`src/rtl/jtag_master_if.sv`:
```
// Command/response and TAP-pin bundle between the host logic and jtag_master.
interface jtag_master_if;
  logic        cmd_valid;
  logic        cmd_ready;
  logic [1:0]  cmd_op;
  logic [4:0]  cmd_len;
  logic [31:0] cmd_data;
  logic        rsp_valid;
  logic [31:0] rsp_data;
  logic        busy;
  logic        jtag_tck;
  logic        jtag_tms;
  logic        jtag_tdi;
  logic        jtag_tdo;

  modport master (
    output cmd_valid, cmd_op, cmd_len, cmd_data, jtag_tdo,
    input  cmd_ready, rsp_valid, rsp_data, busy, jtag_tck, jtag_tms, jtag_tdi
  );

  modport slave (
    input  cmd_valid, cmd_op, cmd_len, cmd_data, jtag_tdo,
    output cmd_ready, rsp_valid, rsp_data, busy, jtag_tck, jtag_tms, jtag_tdi
  );
endinterface

```
`src/rtl/jtag_master.sv`:
```
// JTAG host sequencer: turns single-beat commands into TCK/TMS/TDI bit streams at clk/2
// and returns the TDO bits captured during the shift phase.
module jtag_master (
  input  logic         tck,
  input  logic         trst,
  jtag_master_if.slave bus
);
  typedef enum logic [2:0] {StReady, StHead, StShift, StTail, StDone} state_e;

  localparam logic [1:0] OpReset = 2'd0;
  localparam logic [1:0] OpIr    = 2'd1;
  localparam logic [1:0] OpDr    = 2'd2;

  state_e      state_q, state_d;
  logic [5:0]  cnt_q, cnt_d;
  logic        phase_q, phase_d;
  logic [1:0]  op_q;
  logic [4:0]  len_q;
  logic [31:0] data_q, rsp_q;
  logic        accept, active, last;
  logic [5:0]  last_cnt;
  logic [31:0] head_pat;

  assign accept = bus.cmd_valid && (state_q == StReady);
  assign active = (state_q == StHead) || (state_q == StShift) || (state_q == StTail);
  assign last   = (cnt_q == last_cnt);

  // Per-state bit count and head TMS pattern (bit i = TMS of head bit i)
  always_comb begin
    last_cnt = 6'd1;
    head_pat = 32'h0;
    case (state_q)
      StHead: begin
        case (op_q)
          OpReset: begin last_cnt = 6'd5; head_pat = 32'h1F; end
          OpIr:    begin last_cnt = 6'd3; head_pat = 32'h3;  end
          OpDr:    begin last_cnt = 6'd2; head_pat = 32'h1;  end
          default: last_cnt = {1'b0, len_q};
        endcase
      end
      StShift: last_cnt = {1'b0, len_q};
      default: last_cnt = 6'd1;
    endcase
  end

  always_ff @(posedge tck or posedge trst) begin
    if (trst) state_q <= StReady;
    else      state_q <= state_d;
  end

  always_comb begin
    state_d = state_q;
    phase_d = active && !phase_q;
    cnt_d   = cnt_q;
    if (!active)                cnt_d = 6'd0;
    else if (phase_q)           cnt_d = last ? 6'd0 : cnt_q + 6'd1;
    case (state_q)
      StReady: if (accept) state_d = StHead;
      StHead: begin
        if (phase_q && last) state_d = (op_q == OpIr || op_q == OpDr) ? StShift : StDone;
      end
      StShift: if (phase_q && last) state_d = StTail;
      StTail:  if (phase_q && last) state_d = StDone;
      StDone:  state_d = StReady;
      default: state_d = StReady;
    endcase
  end

  always_ff @(posedge tck or posedge trst) begin
    if (trst) begin
      cnt_q   <= 6'd0;
      phase_q <= 1'b0;
      op_q    <= 2'd0;
      len_q   <= 5'd0;
      data_q  <= 32'h0;
      rsp_q   <= 32'h0;
    end else begin
      cnt_q   <= cnt_d;
      phase_q <= phase_d;
      if (accept) begin
        op_q   <= bus.cmd_op;
        len_q  <= bus.cmd_len;
        data_q <= bus.cmd_data;
        rsp_q  <= 32'h0;
      end else if (state_q == StShift && !phase_q) begin
        // This edge raises TCK: TDO holds what the TAP drove at the last fall
        rsp_q[cnt_q[4:0]] <= bus.jtag_tdo;
      end
    end
  end

  always_comb begin
    bus.cmd_ready = (state_q == StReady);
    bus.busy      = (state_q != StReady);
    bus.rsp_valid = (state_q == StDone);
    bus.rsp_data  = rsp_q;
    bus.jtag_tck  = phase_q;
    bus.jtag_tms  = 1'b0;
    bus.jtag_tdi  = 1'b0;
    case (state_q)
      StHead:  bus.jtag_tms = head_pat[cnt_q[4:0]];
      StShift: begin
        bus.jtag_tms = last;
        bus.jtag_tdi = data_q[cnt_q[4:0]];
      end
      StTail:  bus.jtag_tms = (cnt_q == 6'd0);
      default: ;
    endcase
  end
endmodule

```
`src/flat_wrapper.sv`:
```
// flat-port wrapper written by rule: the top's interface ports become plain ports
module jtag_master_flat 
  (tck, trst, bus_cmd_valid, bus_cmd_op, bus_cmd_len, bus_cmd_data, bus_jtag_tdo, bus_cmd_ready, bus_rsp_valid, bus_rsp_data, bus_busy, bus_jtag_tck, bus_jtag_tms, bus_jtag_tdi);
  jtag_master_if bus_i ();
  input  logic tck;
  input  logic trst;
  input wire logic [$bits(bus_i.cmd_valid)-1:0] bus_cmd_valid;
  input wire logic [$bits(bus_i.cmd_op)-1:0] bus_cmd_op;
  input wire logic [$bits(bus_i.cmd_len)-1:0] bus_cmd_len;
  input wire logic [$bits(bus_i.cmd_data)-1:0] bus_cmd_data;
  input wire logic [$bits(bus_i.jtag_tdo)-1:0] bus_jtag_tdo;
  output wire logic [$bits(bus_i.cmd_ready)-1:0] bus_cmd_ready;
  output wire logic [$bits(bus_i.rsp_valid)-1:0] bus_rsp_valid;
  output wire logic [$bits(bus_i.rsp_data)-1:0] bus_rsp_data;
  output wire logic [$bits(bus_i.busy)-1:0] bus_busy;
  output wire logic [$bits(bus_i.jtag_tck)-1:0] bus_jtag_tck;
  output wire logic [$bits(bus_i.jtag_tms)-1:0] bus_jtag_tms;
  output wire logic [$bits(bus_i.jtag_tdi)-1:0] bus_jtag_tdi;
  assign bus_i.cmd_valid = bus_cmd_valid;
  assign bus_i.cmd_op = bus_cmd_op;
  assign bus_i.cmd_len = bus_cmd_len;
  assign bus_i.cmd_data = bus_cmd_data;
  assign bus_i.jtag_tdo = bus_jtag_tdo;
  assign bus_cmd_ready = bus_i.cmd_ready;
  assign bus_rsp_valid = bus_i.rsp_valid;
  assign bus_rsp_data = bus_i.rsp_data;
  assign bus_busy = bus_i.busy;
  assign bus_jtag_tck = bus_i.jtag_tck;
  assign bus_jtag_tms = bus_i.jtag_tms;
  assign bus_jtag_tdi = bus_i.jtag_tdi;
  jtag_master u_core (.tck(tck), .trst(trst), .bus(bus_i));
endmodule
```
`config.mk`:
```
export PLATFORM = sky130hd
export DESIGN_NAME = jtag_master_flat
export DESIGN_NICKNAME = d
export VERILOG_FILES = /design/src/rtl/jtag_master_if.sv /design/src/rtl/jtag_master.sv /design/src/flat_wrapper.sv
export SDC_FILE = /design/constraint.sdc
export NUM_CORES = 1
export LEC_CHECK = 0
export BUFFER_PORTS_ARGS = -buffer_cell sky130_fd_sc_hd__buf_2
export CAP_MARGIN = 20
export CORE_ASPECT_RATIO = 0.8
export CORE_UTILIZATION = 55
export DETAILED_ROUTE_END_ITERATION = 7
export PLACE_DENSITY = 0.87
export SETUP_SLACK_MARGIN = 0.02
export SLEW_MARGIN = 20
export SYNTH_ARGS = -nofsm -noshare
export SYNTH_HDL_FRONTEND = slang
export SYNTH_SLANG_ARGS = --single-unit
```
`constraint.sdc`:
```
create_clock -name tck -period 2.5 [get_ports tck]
set_input_delay 0 -clock tck [delete_from_list [all_inputs] [get_ports tck]]
set_output_delay 0 -clock tck [all_outputs]
set_load 0.05 [all_outputs]
```
==> results of run 1 <==
-- layout make-up --
cell class | instances | share of cell area (%)
clock buffer | 10 | 2.261
clock inverter | 6 | 1.729
inverter | 12 | 0.8867
multi-input combinational | 291 | 37.15
sequential | 81 | 36.00
tap | 105 | 2.328
timing repair buffer | 156 | 19.64
-- repair_timing --
item                                    CTS  global route
endpoints found under the setup margin    1             7
resized for setup                        17             7
pin swaps                                 8             6
hold buffers                             41             0
hold endpoints to repair                 78             0
setup buffers                            12             1
-- final timing paths --
path / from / to / slack [ns]
max: u_core.op_q[1] / bus_jtag_tms / -0.16
min: bus_jtag_tdo / u_core.bus.rsp_data[18] / 0.17
max reg2reg: u_core.op_q[1] / u_core.cnt_q[1] / 0.03
min reg2reg: u_core.data_q[11] / u_core.data_q[11] / 0.51
max in group asynchronous: trst / u_core.op_q[1] / 1.57
min in group asynchronous: trst / u_core.bus.rsp_data[11] / 0.27
-- state kept, by name, summed over array words and instances, names as in the netlist --
signal / flops
u_core.state_q: 3
u_core.len_q: 5
u_core.bus.jtag_tck: 1
u_core.data_q: 32
u_core.bus.rsp_data: 32
u_core.op_q: 2
u_core.cnt_q: 6
-- worst min-delay path, stage by stage --
cell	delay, ns
sky130_fd_sc_hd__buf_2	0.28
sky130_fd_sc_hd__nand3_1	0.14
sky130_fd_sc_hd__a21oi_1	0.06
-- cell usage in the layout (no fill, tap or decap), types with 3 or more instances in the layout --
cell / n
sky130_fd_sc_hd__inv_2: 3
sky130_fd_sc_hd__dfrtp_1: 77
sky130_fd_sc_hd__ha_1: 7
sky130_fd_sc_hd__and3_1: 9
sky130_fd_sc_hd__nor2_1: 16
sky130_fd_sc_hd__mux2_2: 38
sky130_fd_sc_hd__o21ai_0: 4
sky130_fd_sc_hd__mux4_2: 8
sky130_fd_sc_hd__nand2_1: 69
sky130_fd_sc_hd__nor3_1: 9
sky130_fd_sc_hd__buf_4: 33
sky130_fd_sc_hd__a22oi_1: 3
sky130_fd_sc_hd__clkbuf_8: 9
sky130_fd_sc_hd__dlygate4sd3_1: 41
sky130_fd_sc_hd__mux2i_1: 4
sky130_fd_sc_hd__buf_2: 79
sky130_fd_sc_hd__inv_1: 5
sky130_fd_sc_hd__dfrtp_2: 4
sky130_fd_sc_hd__a21oi_1: 33
sky130_fd_sc_hd__nand3_1: 35
-- per-layer routing --
layer | vias to the layer above | share of wire, % | GRT usage [%]
met4 | 0 | 5.6 | 16.76
met1 | 1903 | 36 | 40.84
met2 | 317 | 49 | 55.17
met3 | 96 | 9.8 | 9.399
li1 | 1740 | - | -
met5 | - | 0 | 0
-- per-stage QoR --
stage / hold WS, ns / cells
2_1_floorplan: 0.1168 / 414
3_3_place_gp: 0.1274 / 591
3_5_place_dp: 0.1297 / 591
4_1_cts: 0.1624 / 660
5_1_grt: 0.2072 / 661
6_report: 0.1676 / 661
-- report_power, final --
part           internal (mW)  total, mW  switching, mW
clock network          0.579       1.10          0.516
registers               1.73       2.09          0.352
logic                   1.50       3.27           1.77
total                   3.81       6.45           2.64
-- logic make-up after synthesis --
logic type / Yosys count / synth area share, %
and+or+nand+nor: 169 / 20.06
buffers and inverters: 42 / 4.250
adders and majority gates: 9 / 2.675
muxes: 50 / 15.39
AOI/OAI and AO/OA: 61 / 9.064
DFF: 81 / 48.14
xor gates and xnor gates: 2 / 0.4161
==> qor.txt, run 1 <==
LAYOUT
----------------------------------------------------------------------------------------
# fillers .................................................................          426
Fraction of final layout cells sized beyond drive strength 1 ..............       36.87%
Area of all placed cells without fillers ..................................     5644 µm²
Area growth from synthesis to layout ......................................       34.06%
Final net count ...........................................................          603
Area taken by flip-flops and latches ......................................     2032 µm²
Area of the multi-input gates .............................................     2097 µm²
Post-route core utilization ...............................................       76.35%
Antenna diode instance count ..............................................            0

TIMING
----------------------------------------------------------------------------------------
Worst clock skew on the final layout ......................................  0.007681 ns
Final critical path time including I/O delays and setup ...................     2.665 ns
Actual transition at the worst max-transition pin .........................    0.7007 ns
Final Setup Violations ....................................................            1
Maximum operating frequency ...............................................    375.2 MHz
RSZ-0062 raised after global routing ......................................          yes
Setup TNS .................................................................   -0.1650 ns
Portion of the clock cycle consumed by the worst path in the final layout .       106.6%
PnR worst setup slack .....................................................   -0.1650 ns
Hold violation count in the final report ..................................            0
Max Slew Vio Count ........................................................            0
Tightest slew margin relative to the limit ................................       53.23%

LOGIC SYNTHESIS
----------------------------------------------------------------------------------------
Largest area contributor in the netlist ................................... sky130_fd_sc_hd__dfrtp_1
Most instantiated library cell after synthesis ............................ sky130_fd_sc_hd__dfrtp_1
Sequential element share of the synthesized area ..........................       48.14%
Fraction of post-synthesis cell area in the top cell type by area .........       48.14%
Most common flop cell mapped by yosys ..................................... sky130_fd_sc_hd__dfrtp_1
Number of warnings issued by yosys ........................................            0
Combined area of all synthesized cells ....................................     4210 µm²
Post-synth EDFFs ..........................................................            0
Distinct cell type count after synthesis ..................................           55
Most used standard cells in the synthesized netlist ....................... sky130_fd_sc_hd__dfrtp_1 (81), sky130_fd_sc_hd__nand2_1 (70), sky130_fd_sc_hd__mux2_2 (38)
Net Count, Synth ..........................................................          466
Mean instance size in the synthesized netlist .............................    10.17 µm²
Register bit total from synthesis .........................................           81
Proportion of synthesized flip-flops having asynchronous set or reset .....       100.0%
Top area cells in the synthesized netlist ................................. sky130_fd_sc_hd__dfrtp_1 (48%), sky130_fd_sc_hd__mux2_2 (10%), sky130_fd_sc_hd__nand2_1 (6.2%)
Number of cells produced by synthesis .....................................          414

CLOCK NETWORK
----------------------------------------------------------------------------------------
TritonCTS clock tree ......................................................         done
CTS clock-pin slew for the worst setup and hold paths .....................      0.09 ns
Longest Clk Path Bufs .....................................................            2
Total clock sinks .........................................................           81
Inserted Clock Buffers ....................................................            9
CTS root buffer ........................................................... sky130_fd_sc_hd__clkbuf_8
# H-tree levels ...........................................................            3
Clock latency on the worst-skew pair ......................................      0.35 ns

FLOORPLANNING
----------------------------------------------------------------------------------------
Number of primary I/O pins ................................................           81
Row cnt ...................................................................           28
Core Box Area .............................................................     7392 µm²
Starting utilization of the core area .....................................       56.96%
Die Ht ....................................................................     80.26 µm
Area enclosed by the die boundary .........................................     8011 µm²
Die extent in x ...........................................................     99.82 µm

WORST SETUP PATH
----------------------------------------------------------------------------------------
Number of logic stages on the critical path including buffering ...........           10
Slowest stage cell, crit path ............................................. sky130_fd_sc_hd__dfrtp_2
Critical path required time ...............................................      2.50 ns
Kind of start point of the critical path ..................................    flip-flop
Worst-path cell chain ..................................................... inv_2 -> buf_4 -> ha_1 -> nor2_2 -> o31a_1 -> o221ai_2 -> nor2_1 -> and3_4 -> a221o_2 -> buf_8
Arrival @ worst endpoint ..................................................      2.66 ns
Gate family responsible for the most delay along the worst path ........... compound AO/OA/AOI/OAI gates
Maximum fanout encountered on the critical timing path ....................            3
Category of the most critical setup path .................................. flip-flop to output pin
Critical path endpoint category ...........................................   output pin
Total buffers and inverters traversed by the critical path ................            3
Register-to-Register Path Depth ...........................................           12
Slowest cell delay on critical path .......................................      0.46 ns

PWR
----------------------------------------------------------------------------------------
Worst vdd rail ir drop ....................................................    0.6830 mV
Static Leak ...............................................................     2.575 nW
Power density over cell area ..............................................  1143 nW/µm²
Total chip power ..........................................................     6.452 mW

GLOBAL ROUTE
----------------------------------------------------------------------------------------
Largest net degree at the start of global routing .........................           74
Initial antenna violation count ...........................................            0
Congestion Overflow GR ....................................................            0
Wire length of the first global-routing pass ..............................     20380 µm
Overall Global Routing Usage ..............................................       33.57%
Via count of the first global-routing pass ................................         4104

HOLD PATH
----------------------------------------------------------------------------------------
Hold/Removal Path Class ................................................... input pin to flip-flop
WHS Path Cells ............................................................            3

PLACE
----------------------------------------------------------------------------------------
Weighted congestion reported at the end of routability-driven placement ...       0.9043
Post-Place Worst Slack ....................................................   0.08032 ns
Post-place instance area ..................................................     4808 µm²
# port buffers ............................................................           80
Placed wire-length estimate after detailed placement ......................      7159 µm

DRT
----------------------------------------------------------------------------------------
DRT Pass-1 Iters ..........................................................            8
Post-route ant nets .......................................................            0
Vias per cell .............................................................        6.136
Drc violations ............................................................            4
Drt first-iter violations .................................................          530
Post-DR wirelength/cell ...................................................     19.79 µm
Routed wire length ........................................................     13080 µm
Total number of vias ......................................................         4056

RUN
----------------------------------------------------------------------------------------
Max-cap check violation count .............................................            0

STATUS
----------------------------------------------------------------------------------------
Violations in the final reports ........................................... DRC, setup timing
Run status ................................................................ finished with violations

No activity file was read; power rests on OpenSTA's default activity.
==> inputs of run 2 (changes only) <==
==> constraint.sdc (replaced) <==
create_clock -name tck -period 2.5 [get_ports tck]
set_input_delay 0.75 -clock tck [delete_from_list [all_inputs] [get_ports tck]]
set_output_delay 0.75 -clock tck [all_outputs]
set_load 0.05 [all_outputs]
==> qor.txt, run 2 (synthesis results as in run 1) <==
LAYOUT
----------------------------------------------------------------------------------------
Commonest non-fill, non-tap cell in the layout ............................ sky130_fd_sc_hd__dfrtp_1
Final net count ...........................................................          578
Fraction of final layout cells sized beyond drive strength 1 ..............       43.31%
Area growth from synthesis to layout ......................................       29.12%
Antenna diode instance count ..............................................            0
Final std cells w/o fill ..................................................          636
Commonest non-fill, non-tap cells in the layout ........................... sky130_fd_sc_hd__dfrtp_1 (77), sky130_fd_sc_hd__buf_2 (76), sky130_fd_sc_hd__nand2_1 (69), sky130_fd_sc_hd__buf_4 (49), sky130_fd_sc_hd__mux2_2 (38)
Area of all placed cells without fillers ..................................     5436 µm²

DRT
----------------------------------------------------------------------------------------
Detailed-routed wire length on met2 .......................................      5655 µm
Met1 layer wirelength in the final routing ................................      4497 µm
Total number of vias ......................................................         3768
Post-DR wirelength/cell ...................................................     17.95 µm
Vias per cell .............................................................        5.925
Post-route ant nets .......................................................            0
DRT Pass-1 Iters ..........................................................            5
Drc violations ............................................................            0
Drt first-iter violations .................................................          343
Highest routing layer actually used .......................................         met4
WL met3 ...................................................................       921 µm
Routed wire length ........................................................     11410 µm

PWR
----------------------------------------------------------------------------------------
Clock network fraction of total power .....................................        17.1%
Portion of total power attributed to sequential cells .....................        31.7%
Fraction of power spent switching nets ....................................       39.98%
Power share of the combinational group ....................................        51.2%
Static Leak ...............................................................     2.474 nW
Worst vdd rail ir drop ....................................................    0.6375 mV
Total chip power ..........................................................     6.426 mW
Internal cell power .......................................................     3.857 mW
P_sw ......................................................................     2.569 mW
Power density over cell area ..............................................  1182 nW/µm²

CLOCK NETWORK
----------------------------------------------------------------------------------------
Inserted Clock Buffers ....................................................            9
TritonCTS clock tree ......................................................         done
Clock latency on the worst-skew pair ......................................      0.36 ns
Total clock sinks .........................................................           81
CTS clock-pin slew for the worst setup and hold paths .....................      0.09 ns
CTS root buffer ........................................................... sky130_fd_sc_hd__clkbuf_8
Longest Clk Path Bufs .....................................................            2
# H-tree levels ...........................................................            3

FLOORPLANNING
----------------------------------------------------------------------------------------
Core Box Area .............................................................     7392 µm²
Row cnt ...................................................................           28
Die Ht ....................................................................     80.26 µm
Starting utilization of the core area .....................................       56.96%
Area enclosed by the die boundary .........................................     8011 µm²
Number of primary I/O pins ................................................           81
Die extent in x ...........................................................     99.82 µm

WORST SETUP PATH
----------------------------------------------------------------------------------------
Maximum fanout encountered on the critical timing path ....................            3
Category of the most critical setup path .................................. flip-flop to output pin
Register-to-Register Path Depth ...........................................            8
Reg-to-reg slack, setup ...................................................      0.09 ns
Launch point of the worst path ............................................ u_core.op_q[0]
Crit Reg-Reg Startpoint ................................................... u_core.state_q[0]
Capture point of the worst path ........................................... bus_jtag_tms
Arrival @ worst endpoint ..................................................      2.62 ns
Kind of start point of the critical path ..................................    flip-flop
Critical path endpoint category ...........................................   output pin
Endpoint of the most critical register-to-register path ................... u_core.state_q[2]
Critical path required time ...............................................      1.75 ns

GLOBAL ROUTE
----------------------------------------------------------------------------------------
Congestion Overflow GR ....................................................            0
Overall Global Routing Usage ..............................................       30.57%
Wire length of the first global-routing pass ..............................     18460 µm
Initial antenna violation count ...........................................            0
Largest net degree at the start of global routing .........................           74
Via count of the first global-routing pass ................................         3753

STATUS
----------------------------------------------------------------------------------------
Violations in the final reports ........................................... setup timing
Run status ................................................................ finished with violations

PLACE
----------------------------------------------------------------------------------------
# port buffers ............................................................           80
Cell count after placement ................................................          617
Post-place instance area ..................................................     5092 µm²
Post-Place Worst Slack ....................................................   -0.6101 ns
Placed wire-length estimate after detailed placement ......................      7749 µm
Weighted congestion reported at the end of routability-driven placement ...       0.8915

TIMING
----------------------------------------------------------------------------------------
Final Setup Violations ....................................................            2
Final critical path time including I/O delays and setup ...................     3.372 ns
Max Slew Vio Count ........................................................            0
Portion of the clock cycle consumed by the worst path in the final layout .       134.9%
Hold violation count in the final report ..................................            0
Tightest slew margin relative to the limit ................................       60.23%
Actual transition at the worst max-transition pin .........................    0.5904 ns
Worst clock skew on the final layout ......................................  0.009868 ns
PnR worst setup slack .....................................................   -0.8724 ns
Setup TNS .................................................................    -1.147 ns
Maximum operating frequency ...............................................    296.5 MHz
RSZ-0062 raised after global routing ......................................          yes

HOLD PATH
----------------------------------------------------------------------------------------
Hold/Removal Path Class ................................................... input pin to async pin

RUN
----------------------------------------------------------------------------------------
Max-cap check violation count .............................................            0

run 2: worst min-delay path by stage:
stage                            from                 to  slack, ns  depth (start not counted)
finish                           trst  u_core.data_q[31]       0.30                          2
floorplan             u_core.len_q[3]    u_core.len_q[3]       0.47                          1
global placement     u_core.data_q[5]   u_core.data_q[5]       0.48                          1
detailed placement  u_core.data_q[14]  u_core.data_q[14]       0.49                          1
global route                     trst  u_core.data_q[31]       0.31                          2
CTS                              trst   u_core.data_q[2]       0.30                          2
run 2: layout make-up:
cell class,count,area (µm²)
inverters,12,52.55
well taps,105,131.4
clock inverters,7,101.3
fillers,476,1956
clock buffers,9,123.9
repair buffers,131,845.8
multi-input cells,291,2150
flip-flops and latches,81,2032
run 2: critical path, cell delays in order (launching register included):
cell                       delay [ns]
sky130_fd_sc_hd__dfrtp_2         0.42
sky130_fd_sc_hd__inv_2           0.07
sky130_fd_sc_hd__ha_4            0.26
sky130_fd_sc_hd__or4bb_4         0.48
sky130_fd_sc_hd__a41oi_2         0.22
sky130_fd_sc_hd__o211ai_4        0.11
sky130_fd_sc_hd__and3_4          0.19
sky130_fd_sc_hd__a221o_2         0.36
sky130_fd_sc_hd__buf_8           0.16
run 2: metal layers:
metal | up-vias | track usage, %
li1 | 1695 | -
met1 | 1866 | 38.13
met2 | 170 | 50.62
met3 | 37 | 8.703
met4 | 0 | 11.91
met5 | - | 0
run 2: repair_timing:
action | 4_1_cts | 5_1_grt
gates resized for setup | 10 | 18
hold buffers | 0 | 0
setup buffers | 3 | 0
pin swaps | 3 | 7
setup endpoints to repair | 2 | 9
run 2: through the flow:
stage	util (%)	hold WS, ns
after floorplan	-	0.4741
after global placement	68.89	0.4848
after detailed placement	68.89	0.4929
after CTS	72.78	0.3004
after global routing	73.54	0.3080
final	73.54	0.3043
run 2: power groups by stage:
stage / logic [mW] / registers, mW / clock network, mW
2_1_floorplan: 1.88 / 2.14 / 0
3_3_place_gp: 2.87 / 1.99 / 0
3_5_place_dp: 3.00 / 2.03 / 0
4_1_cts: 3.15 / 2.01 / 1.11
5_1_grt: 3.50 / 2.08 / 1.16
6_report: 3.29 / 2.04 / 1.10
==> inputs of run 3 (changes only) <==
CORE_UTILIZATION = 60   (was 55)
PLACE_DENSITY = 0.94   (was 0.87)
clock period = 4.35 ns   (was 2.5 ns; I/O delays follow)
==> qor.txt, run 3 (synthesis results as in run 1) <==
PWR
----------------------------------------------------------------------------------------
Static Leak ...............................................................     2.236 nW
Fraction of power spent switching nets ....................................       41.03%
P_sw ......................................................................     1.312 mW
Internal cell power .......................................................     1.886 mW
Clock network fraction of total power .....................................        17.9%
Portion of total power attributed to sequential cells .....................        37.7%
Power density over cell area .............................................. 657.4 nW/µm²
Worst vdd rail ir drop ....................................................    0.4041 mV
Power share of the combinational group ....................................        44.3%

FLOORPLANNING
----------------------------------------------------------------------------------------
Starting utilization of the core area .....................................       64.07%
Die extent in x ...........................................................     95.66 µm
Die Ht ....................................................................     76.93 µm
Number of primary I/O pins ................................................           81
Core Box Area .............................................................     6571 µm²
Area enclosed by the die boundary .........................................     7358 µm²
Row cnt ...................................................................           26

WORST SETUP PATH
----------------------------------------------------------------------------------------
Register-to-Register Path Depth ...........................................            6
Slowest stage cell, crit path ............................................. sky130_fd_sc_hd__or4_1
Worst-path cell chain ..................................................... ha_2 -> nand4bb_1 -> and3_1 -> or4_1 -> o211ai_4 -> and3_4 -> a221o_1 -> buf_4
Kind of start point of the critical path ..................................    flip-flop
Launch point of the worst path ............................................ u_core.op_q[0]
Slowest cell delay on critical path .......................................      0.51 ns
Critical path required time ...............................................      3.04 ns
Endpoint of the most critical register-to-register path ................... u_core.bus.rsp_data[10]
Crit Reg-Reg Startpoint ................................................... u_core.state_q[2]
Category of the most critical setup path .................................. flip-flop to output pin
Reg-to-reg slack, setup ...................................................      1.91 ns
Maximum fanout encountered on the critical timing path ....................            8
Arrival @ worst endpoint ..................................................      2.91 ns
Critical path endpoint category ...........................................   output pin

TIMING
----------------------------------------------------------------------------------------
Max Slew Vio Count ........................................................            0
Final critical path time including I/O delays and setup ...................     4.217 ns
Hold Slack ................................................................    0.5113 ns
Final Setup Violations ....................................................            0
Portion of the clock cycle consumed by the worst path in the final layout .       96.94%
Setup TNS .................................................................         0 ns
RSZ-0062 raised after global routing ......................................           no
Tightest slew margin relative to the limit ................................       34.21%
Hold violation count in the final report ..................................            0
Actual transition at the worst max-transition pin .........................    0.9868 ns
Maximum operating frequency ...............................................    237.1 MHz
Worst clock skew on the final layout ......................................  0.006837 ns

CLOCK NETWORK
----------------------------------------------------------------------------------------
Inserted Clock Buffers ....................................................            9
TritonCTS clock tree ......................................................         done
Longest Clk Path Bufs .....................................................            2
CTS clock-pin slew for the worst setup and hold paths .....................      0.08 ns
Number of buffers inserted by hold repair at cts ..........................            0
Post-cts gate resize count ................................................            1
CTS root buffer ........................................................... sky130_fd_sc_hd__clkbuf_8
Total clock sinks .........................................................           81
Clock latency on the worst-skew pair ......................................      0.36 ns
# H-tree levels ...........................................................            3
Buffers inserted during post-CTS setup optimization .......................            0

HOLD PATH
----------------------------------------------------------------------------------------
WHS Path Cells ............................................................            1
Hold endpoint ............................................................. u_core.data_q[30]
Source of the worst hold timing path ...................................... u_core.data_q[30]
Hold/Removal Path Class ................................................... flip-flop to flip-flop

DRT
----------------------------------------------------------------------------------------
DRT Pass-1 Iters ..........................................................            7
Vias per cell .............................................................        6.210
Total number of vias ......................................................         3552
Drc violations ............................................................            0
Post-DR wirelength/cell ...................................................     17.65 µm
Drt first-iter violations .................................................          394
Post-route ant nets .......................................................            0
Routed wire length ........................................................     10090 µm

LAYOUT
----------------------------------------------------------------------------------------
Commonest non-fill, non-tap cell in the layout ............................ sky130_fd_sc_hd__dfrtp_1
Fraction of final layout cells sized beyond drive strength 1 ..............       32.58%
Area growth from synthesis to layout ......................................       15.51%
Antenna diode instance count ..............................................            0
Post-route core utilization ...............................................       74.01%
Commonest non-fill, non-tap cells in the layout ........................... sky130_fd_sc_hd__dfrtp_1 (81), sky130_fd_sc_hd__buf_2 (79), sky130_fd_sc_hd__nand2_1 (70), sky130_fd_sc_hd__mux2_2 (38), sky130_fd_sc_hd__nand3_1 (36)
# fillers .................................................................          415
Final net count ...........................................................          535

RUN
----------------------------------------------------------------------------------------
Max-cap check violation count .............................................            0

STATUS
----------------------------------------------------------------------------------------
Run status ................................................................ finished clean

GLOBAL ROUTE
----------------------------------------------------------------------------------------
Largest net degree at the start of global routing .........................           54
Initial antenna violation count ...........................................            0
Overall Global Routing Usage ..............................................       30.54%
Via count of the first global-routing pass ................................         3439
Wire length of the first global-routing pass ..............................     17110 µm
Congestion Overflow GR ....................................................            0

PLACE
----------------------------------------------------------------------------------------
Weighted congestion reported at the end of routability-driven placement ...       0.9376
Placed wire-length estimate after detailed placement ......................      6985 µm
# port buffers ............................................................           80

-- run 3: changes by cell type in the layout (fill, tap and decap cells not counted), moves of 4 or more --
cell                      delta
sky130_fd_sc_hd__dfrtp_2     -4
sky130_fd_sc_hd__buf_4      -40
sky130_fd_sc_hd__dfrtp_1     +4
sky130_fd_sc_hd__nor3_1      +4
-- run 3: per-stage QoR --
| stage | setup WS [ns] | power (mW) | cells | instance area (µm²) |
|---|---|---|---|---|
| after floorplan | 0.5516 | 2.246 | 414 | 4210 |
| after global routing | 0.01366 | 3.372 | 572 | 4863 |
| after global placement | 0.4982 | 2.498 | 556 | 4644 |
| after CTS | 0.02406 | 3.154 | 572 | 4847 |
| final | 0.1330 | 3.197 | 572 | 4863 |
| after detailed placement | 0.3691 | 2.578 | 556 | 4644 |
-- run 3: worst max-delay path, delay by kind of cell (launching register included) --
| family | cells | cell delay [ns] |
|---|---|---|
| compound gates | 2 | 0.40 |
| fa+ha+maj | 1 | 0.25 |
| buf+inv | 1 | 0.19 |
| flops | 1 | 0.43 |
| simple gates | 4 | 1.27 |
-- run 3: area by class of cell --
cell class	count	area (µm²)	area share [%]
repair buffers	88	462.9	9.519
clock inverters	7	76.32	1.569
clock buffers	9	123.9	2.547
inverters	12	46.29	0.9519
well taps	84	105.1	2.161
flip-flops and latches	81	2027	41.68
multi-input cells	291	2022	41.57
-- run 3: power groups by stage --
| stage | combinational [mW] | clock [mW] | sequential (mW) |
|---|---|---|---|
| finish | 1.42 | 0.574 | 1.21 |
| floorplan | 1.02 | 0 | 1.22 |
| detailed placement | 1.36 | 0 | 1.21 |
| global route | 1.53 | 0.604 | 1.24 |
| global placement | 1.31 | 0 | 1.19 |
| CTS | 1.38 | 0.578 | 1.20 |
-- run 3: per-layer routing --
metal  wire, µm  track usage, %  vias up
li1           -               -     1606
met5          0               0        -
met2       4795           46.79      188
met4        270           9.403        0
met3        844           7.837       32
met1       4182           42.87     1726
-- run 3: worst max-delay path by stage --
stage                        end  depth (start not counted)
detailed placement  bus_jtag_tms                          8
global placement    bus_jtag_tms                          8
global route        bus_jtag_tms                          8
floorplan           bus_jtag_tms                          7
finish              bus_jtag_tms                          8
CTS                 bus_jtag_tms                          8
